`config.mk`:
```
export PLATFORM = sky130hd
export DESIGN_NAME = stim_sweep_gen_flat
export DESIGN_NICKNAME = d
export VERILOG_FILES = /design/src/rtl/stim_sweep_gen_if.sv /design/src/rtl/stim_sweep_gen.sv /design/src/flat_wrapper.sv
export SDC_FILE = /design/constraint.sdc
export NUM_CORES = 1
export LEC_CHECK = 0
export ABC_AREA = 1
export CAP_MARGIN = 10
export CORE_MARGIN = 8
export CORE_UTILIZATION = 45
export DETAILED_ROUTE_END_ITERATION = 10
export PLACE_DENSITY = 0.72
export SLEW_MARGIN = 25
export SYNTH_ARGS = -nofsm -noshare
export SYNTH_HDL_FRONTEND = slang
export SYNTH_SLANG_ARGS = --single-unit
export TNS_END_PERCENT = 20
```
`constraint.sdc`:
```
create_clock -name clk -period 1.8 [get_ports clk]
set_input_delay 0.45 -clock clk [delete_from_list [all_inputs] [get_ports clk]]
set_output_delay 0.45 -clock clk [all_outputs]
set_load 0.02 [all_outputs]
```
`src/rtl/stim_sweep_gen_if.sv`:
```
// ---------------------------------------------------------------------------
// stim_sweep_gen_if
// Bundles the signals between the sweep generator and the rest of the
// system. The generator drives the stimulus vector, the status and the
// running signature. The system drives start and returns the DUT response.
//
// Signals
//   start        system -> gen   one-cycle request to begin a sweep
//   resp         system -> gen   DUT response, combinational from stim
//   stim         gen -> system   vector presented to the DUT
//   stim_valid   gen -> system   stim is stable
//   resp_sample  gen -> system   resp is captured this cycle
//   busy         gen -> system   sweep in progress
//   done         gen -> system   sweep complete (level)
//   vec_count    gen -> system   vectors sampled so far
//   signature    gen -> system   running MISR value
//
// Modports
//   master  generator side
//   slave   system / bench side
// ---------------------------------------------------------------------------
interface stim_sweep_gen_if #(
    parameter int IN_W  = 5,
    parameter int OUT_W = 6,
    parameter int SIG_W = 16
);
    logic             start;
    logic [OUT_W-1:0] resp;
    logic [IN_W-1:0]  stim;
    logic             stim_valid;
    logic             resp_sample;
    logic             busy;
    logic             done;
    logic [IN_W:0]    vec_count;
    logic [SIG_W-1:0] signature;

    modport master (
        input  start, resp,
        output stim, stim_valid, resp_sample, busy, done, vec_count, signature
    );

    modport slave (
        output start, resp,
        input  stim, stim_valid, resp_sample, busy, done, vec_count, signature
    );
endinterface

```
`src/rtl/stim_sweep_gen.sv`:
```
// ---------------------------------------------------------------------------
// stim_sweep_gen
// Stimulus generator for small combinational DUTs. After start it presents
// every IN_W-bit vector from 0 up to all-ones. Each vector is held for
// SETTLE idle cycles, then the DUT response is folded into a MISR
// signature. A whole truth table is therefore verified by one compare of
// the final signature.
//
// Ports
//   clk   rising-edge clock
//   rst   asynchronous, active-high reset
//   bus   stim_sweep_gen_if.master
//           start, resp                           inputs
//           stim, stim_valid, resp_sample, busy,
//           done, vec_count, signature            registered outputs
//
// Per-vector cost is DRIVE (1) + WAIT (SETTLE) + SAMPLE (1) cycles.
// ---------------------------------------------------------------------------
module stim_sweep_gen #(
    parameter int               IN_W   = 5,
    parameter int               OUT_W  = 6,
    parameter int               SETTLE = 1,
    parameter int               SIG_W  = 16,
    parameter logic [SIG_W-1:0] POLY   = SIG_W'(16'h1021)
) (
    input  logic               clk,
    input  logic               rst,
    stim_sweep_gen_if.master   bus
);

    typedef enum logic [2:0] {
        S_IDLE,
        S_DRIVE,
        S_WAIT,
        S_SAMPLE,
        S_DONE
    } state_t;

    state_t           state_q,       state_d;
    logic [IN_W-1:0]  stim_q,        stim_d;
    logic [IN_W:0]    vec_count_q,   vec_count_d;
    logic [SIG_W-1:0] signature_q,   signature_d;
    logic [7:0]       settle_cnt_q,  settle_cnt_d;
    logic             stim_valid_q,  stim_valid_d;
    logic             resp_sample_q, resp_sample_d;
    logic             busy_q,        busy_d;
    logic             done_q,        done_d;

    // One MISR step: shift left, apply feedback when the MSB falls out,
    // then fold in the zero-extended response.
    function automatic logic [SIG_W-1:0] misr_step(
        input logic [SIG_W-1:0] sig,
        input logic [OUT_W-1:0] r
    );
        logic [SIG_W-1:0] fb;
        fb = sig[SIG_W-1] ? POLY : '0;
        return {sig[SIG_W-2:0], 1'b0} ^ fb ^ SIG_W'(r);
    endfunction

    always_comb begin
        state_d      = state_q;
        stim_d       = stim_q;
        vec_count_d  = vec_count_q;
        signature_d  = signature_q;
        settle_cnt_d = settle_cnt_q;

        case (state_q)
            S_IDLE, S_DONE: begin
                if (bus.start) begin
                    stim_d      = '0;
                    vec_count_d = '0;
                    signature_d = '0;
                    state_d     = S_DRIVE;
                end
            end
            S_DRIVE: begin
                settle_cnt_d = 8'(SETTLE);
                state_d      = (SETTLE > 0) ? S_WAIT : S_SAMPLE;
            end
            S_WAIT: begin
                // Counter starts at SETTLE, so WAIT lasts exactly SETTLE cycles.
                settle_cnt_d = settle_cnt_q - 8'd1;
                if (settle_cnt_q <= 8'd1) begin
                    state_d = S_SAMPLE;
                end
            end
            S_SAMPLE: begin
                vec_count_d = vec_count_q + 1'b1;
                signature_d = misr_step(signature_q, bus.resp);
                // Stop on the last vector instead of wrapping back to 0.
                if (stim_q == '1) begin
                    state_d = S_DONE;
                end else begin
                    stim_d  = stim_q + 1'b1;
                    state_d = S_DRIVE;
                end
            end
            default: state_d = S_IDLE;
        endcase

        // Status outputs are registered: decode them from the next state.
        busy_d        = (state_d == S_DRIVE) || (state_d == S_WAIT) ||
                        (state_d == S_SAMPLE);
        stim_valid_d  = busy_d;
        resp_sample_d = (state_d == S_SAMPLE);
        done_d        = (state_d == S_DONE);
    end

    always_ff @(posedge clk or posedge rst) begin
        if (rst) begin
            state_q       <= S_IDLE;
            stim_q        <= '0;
            vec_count_q   <= '0;
            signature_q   <= '0;
            settle_cnt_q  <= '0;
            stim_valid_q  <= 1'b0;
            resp_sample_q <= 1'b0;
            busy_q        <= 1'b0;
            done_q        <= 1'b0;
        end else begin
            state_q       <= state_d;
            stim_q        <= stim_d;
            vec_count_q   <= vec_count_d;
            signature_q   <= signature_d;
            settle_cnt_q  <= settle_cnt_d;
            stim_valid_q  <= stim_valid_d;
            resp_sample_q <= resp_sample_d;
            busy_q        <= busy_d;
            done_q        <= done_d;
        end
    end

    assign bus.stim        = stim_q;
    assign bus.vec_count   = vec_count_q;
    assign bus.signature   = signature_q;
    assign bus.stim_valid  = stim_valid_q;
    assign bus.resp_sample = resp_sample_q;
    assign bus.busy        = busy_q;
    assign bus.done        = done_q;

endmodule

```
`src/flat_wrapper.sv`:
```
// flat-port wrapper written by rule: the top's interface ports become plain ports
module stim_sweep_gen_flat 
#(
    parameter int               IN_W   = 5,
    parameter int               OUT_W  = 6,
    parameter int               SETTLE = 1,
    parameter int               SIG_W  = 16,
    parameter logic [SIG_W-1:0] POLY   = SIG_W'(16'h1021)
)
  (clk, rst, bus_start, bus_resp, bus_stim, bus_stim_valid, bus_resp_sample, bus_busy, bus_done, bus_vec_count, bus_signature);
  stim_sweep_gen_if #(.IN_W(IN_W), .OUT_W(OUT_W), .SIG_W(SIG_W)) bus_i ();
  input  logic clk;
  input  logic rst;
  input wire logic [$bits(bus_i.start)-1:0] bus_start;
  input wire logic [$bits(bus_i.resp)-1:0] bus_resp;
  output wire logic [$bits(bus_i.stim)-1:0] bus_stim;
  output wire logic [$bits(bus_i.stim_valid)-1:0] bus_stim_valid;
  output wire logic [$bits(bus_i.resp_sample)-1:0] bus_resp_sample;
  output wire logic [$bits(bus_i.busy)-1:0] bus_busy;
  output wire logic [$bits(bus_i.done)-1:0] bus_done;
  output wire logic [$bits(bus_i.vec_count)-1:0] bus_vec_count;
  output wire logic [$bits(bus_i.signature)-1:0] bus_signature;
  assign bus_i.start = bus_start;
  assign bus_i.resp = bus_resp;
  assign bus_stim = bus_i.stim;
  assign bus_stim_valid = bus_i.stim_valid;
  assign bus_resp_sample = bus_i.resp_sample;
  assign bus_busy = bus_i.busy;
  assign bus_done = bus_i.done;
  assign bus_vec_count = bus_i.vec_count;
  assign bus_signature = bus_i.signature;
  stim_sweep_gen #(.IN_W(IN_W), .OUT_W(OUT_W), .SETTLE(SETTLE), .SIG_W(SIG_W), .POLY(POLY)) u_core (.clk(clk), .rst(rst), .bus(bus_i));
endmodule
```
==> flow_metrics.env <==
export IMPL_first_global_vias=1577
export IMPL_worstSetupEndpointType="output pin"
export IMPL_maxCapViolCount=0
export IMPL_synthesis_area_per_instance_um2=8.675
export IMPL_cellLeakagePower_nw=1.276
export IMPL_row_count=24
export IMPL_grt_antenna_before_repair=0
export IMPL_clock_tree_from_tritoncts="built"
export IMPL_layout_worst_path_cycle_share_pct=98.21
export IMPL_synth_top_family_by_area="simple AND/OR/NAND/NOR gates"
export IMPL_critical_path_n_buffers_inverters=1
export IMPL_cts_inserted_buffers=5
export IMPL_clkSlewWorstSetupHoldPaths_ns=0.08
export IMPL_clock_latency_ns=0.29
export IMPL_die_area_um2=6677
export IMPL_max_freq_ghz=0.5657
export IMPL_finish_cell_count_without_fillers=324
export IMPL_yosysSeqAreaShare_pct=52.80
export IMPL_worst_endpoint_required_ns=1.35
export IMPL_die_y_um=81.71
export IMPL_postCtsHoldBufs=0
export IMPL_clock_path_buffers=2
export IMPL_grt_use_total_pct=13.85
export IMPL_rsz0062_at_grt="false"
export IMPL_max_vdd_ir_drop_uv=891.9
export IMPL_avgRoutedWirePerCell_um=12.98
export IMPL_synth_mux_area_fraction_pct=0
export IMPL_floorplan_core_area_um2=4264
export IMPL_top_level_ports=40
export IMPL_finalHoldViolCount=0
export IMPL_critical_path_arrival_ns=1.32
export IMPL_avgViaCountPerCell=4.877
export IMPL_worst_slew_pin_slew_ns=0.3432
export IMPL_crit_path_start_kind="register"
export IMPL_synth_xor_xnor_area_share_pct=3.606
export IMPL_finalWeightedCongestion=0.8160
export IMPL_start_util_pct=45.57
export IMPL_detail_route_drc_violations=0
export IMPL_number_of_endpoints_failing_setup_at_the_final_stage=0
export IMPL_cell_count_after_synthesis=224
export IMPL_remaining_number_of_nets_flagged_by_the_antenna_check_after_routing=0
export IMPL_clock_skew_ns=0.007997
export IMPL_ys_ff_latch=41
export IMPL_drive_gt1_share_pct=8.824
export IMPL_detailedPlacementHpwl_um=3019
export IMPL_layout_nets=286
export IMPL_synth_fa_ha_area_share_pct=3.220
export IMPL_yosys_cell_types_count=21
export IMPL_min_path_type="in -> async"
export IMPL_synthesis_nets=238
export IMPL_fillers=378
export IMPL_io_buffers=39
export IMPL_timing_setup_critical_path_class="reg -> out"
export IMPL_area_growth_synth_to_final_pct=30.52
export IMPL_first_pass_iters=4
export IMPL_cpPeakStageDelay_ns=0.63
export IMPL_synth_simple_gate_area_share_pct=22.15
export IMPL_htreeDepth=2
export IMPL_synth_warnings=0
export IMPL_layout_area_seq_um2=1026
export IMPL_wire_length_of_the_first_global_routing_pass_um=7107
export IMPL_crit_family="buffers and inverters"
export IMPL_status="finished, final reports clean"
export IMPL_clock_sinks=41
export IMPL_total_wire_length_um=4205
export IMPL_num_vias=1580
export IMPL_powerDensity_nw_per_um2=1512
export IMPL_grt_overflow=0
export IMPL_mappedNetlistArea_um2=1943
export IMPL_die_width_um=81.71
export IMPL_crit_path_top_delay_cell="sky130_fd_sc_hd__clkdlybuf4s50_1"
export IMPL_cp_cell_instances="clkdlybuf4s50_1"
export IMPL_insertedDiodeCount=0
export IMPL_maxSlewViolCount=0
export IMPL_slew_headroom_pct=77.05
export IMPL_post_route_min_period_ns=1.768
export IMPL_dp_cells=317
export IMPL_clock_root_buffer="sky130_fd_sc_hd__clkbuf_8"
export IMPL_sum_neg_setup_slack_ns=0
export IMPL_grt_max_degree=42
export IMPL_dpl_worst_slack_ns=0.1395
export IMPL_synth_compound_area_share_pct=10.37
export IMPL_fin_util_pct=59.48
export IMPL_drt_iter0_markers=121
export IMPL_critical_path_peak_fanout=3
export IMPL_final_setup_worst_slack_ns=0.03230
export IMPL_multi_input_gate_area_in_the_final_layout_um2=764.5
-- kinds of logic after synthesis --
group                      count (synthesis)
AOI/OAI and AO/OA                         36
xor gates and xnor gates                   8
adders and majority gates                  5
buffers and inverters                     38
DFF                                       41
and+or+nand+nor                           96
-- layout make-up --
cell class	instances	share of cell area (%)
flip-flops and latches	41	40.45
multi-input cells	145	30.14
repair buffers	45	17.71
inverters	34	5.032
clock buffers	5	2.713
well taps	52	2.565
clock inverters	2	1.381
-- synthesized netlist by cell type --
cell type	n	share of area, %
sky130_fd_sc_hd__nand2_2	2	0.64
sky130_fd_sc_hd__o21ai_0	15	3.9
sky130_fd_sc_hd__a21oi_1	4	1.0
sky130_fd_sc_hd__nand2_1	51	9.9
sky130_fd_sc_hd__o21bai_1	1	0.39
sky130_fd_sc_hd__inv_2	5	0.97
sky130_fd_sc_hd__ha_1	5	3.2
sky130_fd_sc_hd__o22ai_1	9	2.9
sky130_fd_sc_hd__buf_4	2	0.77
sky130_fd_sc_hd__nor3_4	1	0.84
sky130_fd_sc_hd__nand3_1	22	5.7
sky130_fd_sc_hd__buf_2	2	0.52
sky130_fd_sc_hd__dfrtp_1	41	53
sky130_fd_sc_hd__o21ai_1	5	1.3
sky130_fd_sc_hd__o32ai_1	2	0.90
sky130_fd_sc_hd__nand4_1	4	1.3
sky130_fd_sc_hd__inv_1	29	5.6
sky130_fd_sc_hd__nor2_2	1	0.32
sky130_fd_sc_hd__xnor2_1	8	3.6
sky130_fd_sc_hd__nand3_2	2	1.0
sky130_fd_sc_hd__nor2_1	13	2.5
-- report_power, final --
part | switching (W) | internal (W)
Combinational | 0.00104 | 0.000673
Clock | 0.000311 | 0.000403
Sequential | 0.000234 | 0.00117
Total | 0.00158 | 0.00225
-- layout by cell type (no fill, tap or decap), types with 4 or more instances in the layout --
cell and instances:
sky130_fd_sc_hd__nand2_1 51, sky130_fd_sc_hd__dfrtp_1 41, sky130_fd_sc_hd__inv_1 29, sky130_fd_sc_hd__clkdlybuf4s50_1 28, sky130_fd_sc_hd__nand3_1 22, sky130_fd_sc_hd__o21ai_0 15
sky130_fd_sc_hd__nor2_1 13, sky130_fd_sc_hd__o22ai_1 9, sky130_fd_sc_hd__xnor2_1 8, sky130_fd_sc_hd__dlygate4sd2_1 7, sky130_fd_sc_hd__inv_2 5, sky130_fd_sc_hd__o21ai_1 5
sky130_fd_sc_hd__ha_1 5, sky130_fd_sc_hd__clkbuf_8 5, sky130_fd_sc_hd__buf_4 5, sky130_fd_sc_hd__nand4_1 4, sky130_fd_sc_hd__a21oi_1 4, sky130_fd_sc_hd__dlymetal6s2s_1 4
-- final timing paths --
check / to / slack (ns) / from / cells past startpoint
max reg2reg: u_core.bus.stim[3] / 0.30 / u_core.bus.stim[0] / 10
min: u_core.bus.signature[15] / 0.52 / rst / 3
min in group clk: u_core.bus.stim[4] / 0.52 / u_core.bus.stim[4] / 2
max: bus_signature[1] / 0.03 / u_core.bus.signature[1] / 1
min reg2reg: u_core.bus.stim[4] / 0.52 / u_core.bus.stim[4] / 2
max in group asynchronous: u_core.settle_cnt_q[6] / 1.08 / rst / 3
-- layer usage --
layer	routed length [um]	global-route usage (%)	vias up
met5	0	0	-
li1	-	-	823
met4	67	8.070	0
met3	202	3.392	5
met1	1986	16.62	730
met2	1948	22.20	22
-- repair_timing --
action,4_1_cts,5_1_grt
pin swaps,0,0
endpoints found under the setup margin,7,4
resized for setup,7,4
buffers inserted,0,0
cloned,0,0
-- through the flow --
stage	power, W	hold slack [ns]	instance area [um^2]
2_1_floorplan	0.002538	0.4832	1943
3_3_place_gp	0.003138	0.5003	2431
3_5_place_dp	0.003184	0.5107	2431
4_1_cts	0.003881	0.5252	2526
5_1_grt	0.004129	0.5354	2536
6_report	0.003836	0.5160	2536
-- flip-flops by register name, indices dropped and copies added (netlist names) --
signal,flops
u_core.bus.signature,16
u_core.settle_cnt_q,8
u_core.bus.vec_count,6
u_core.bus.stim,5
u_core.state_q,3
u_core.bus.done,1
u_core.bus.resp_sample,1
u_core.bus.stim_valid,1
Power figures use the tool's default switching activity.
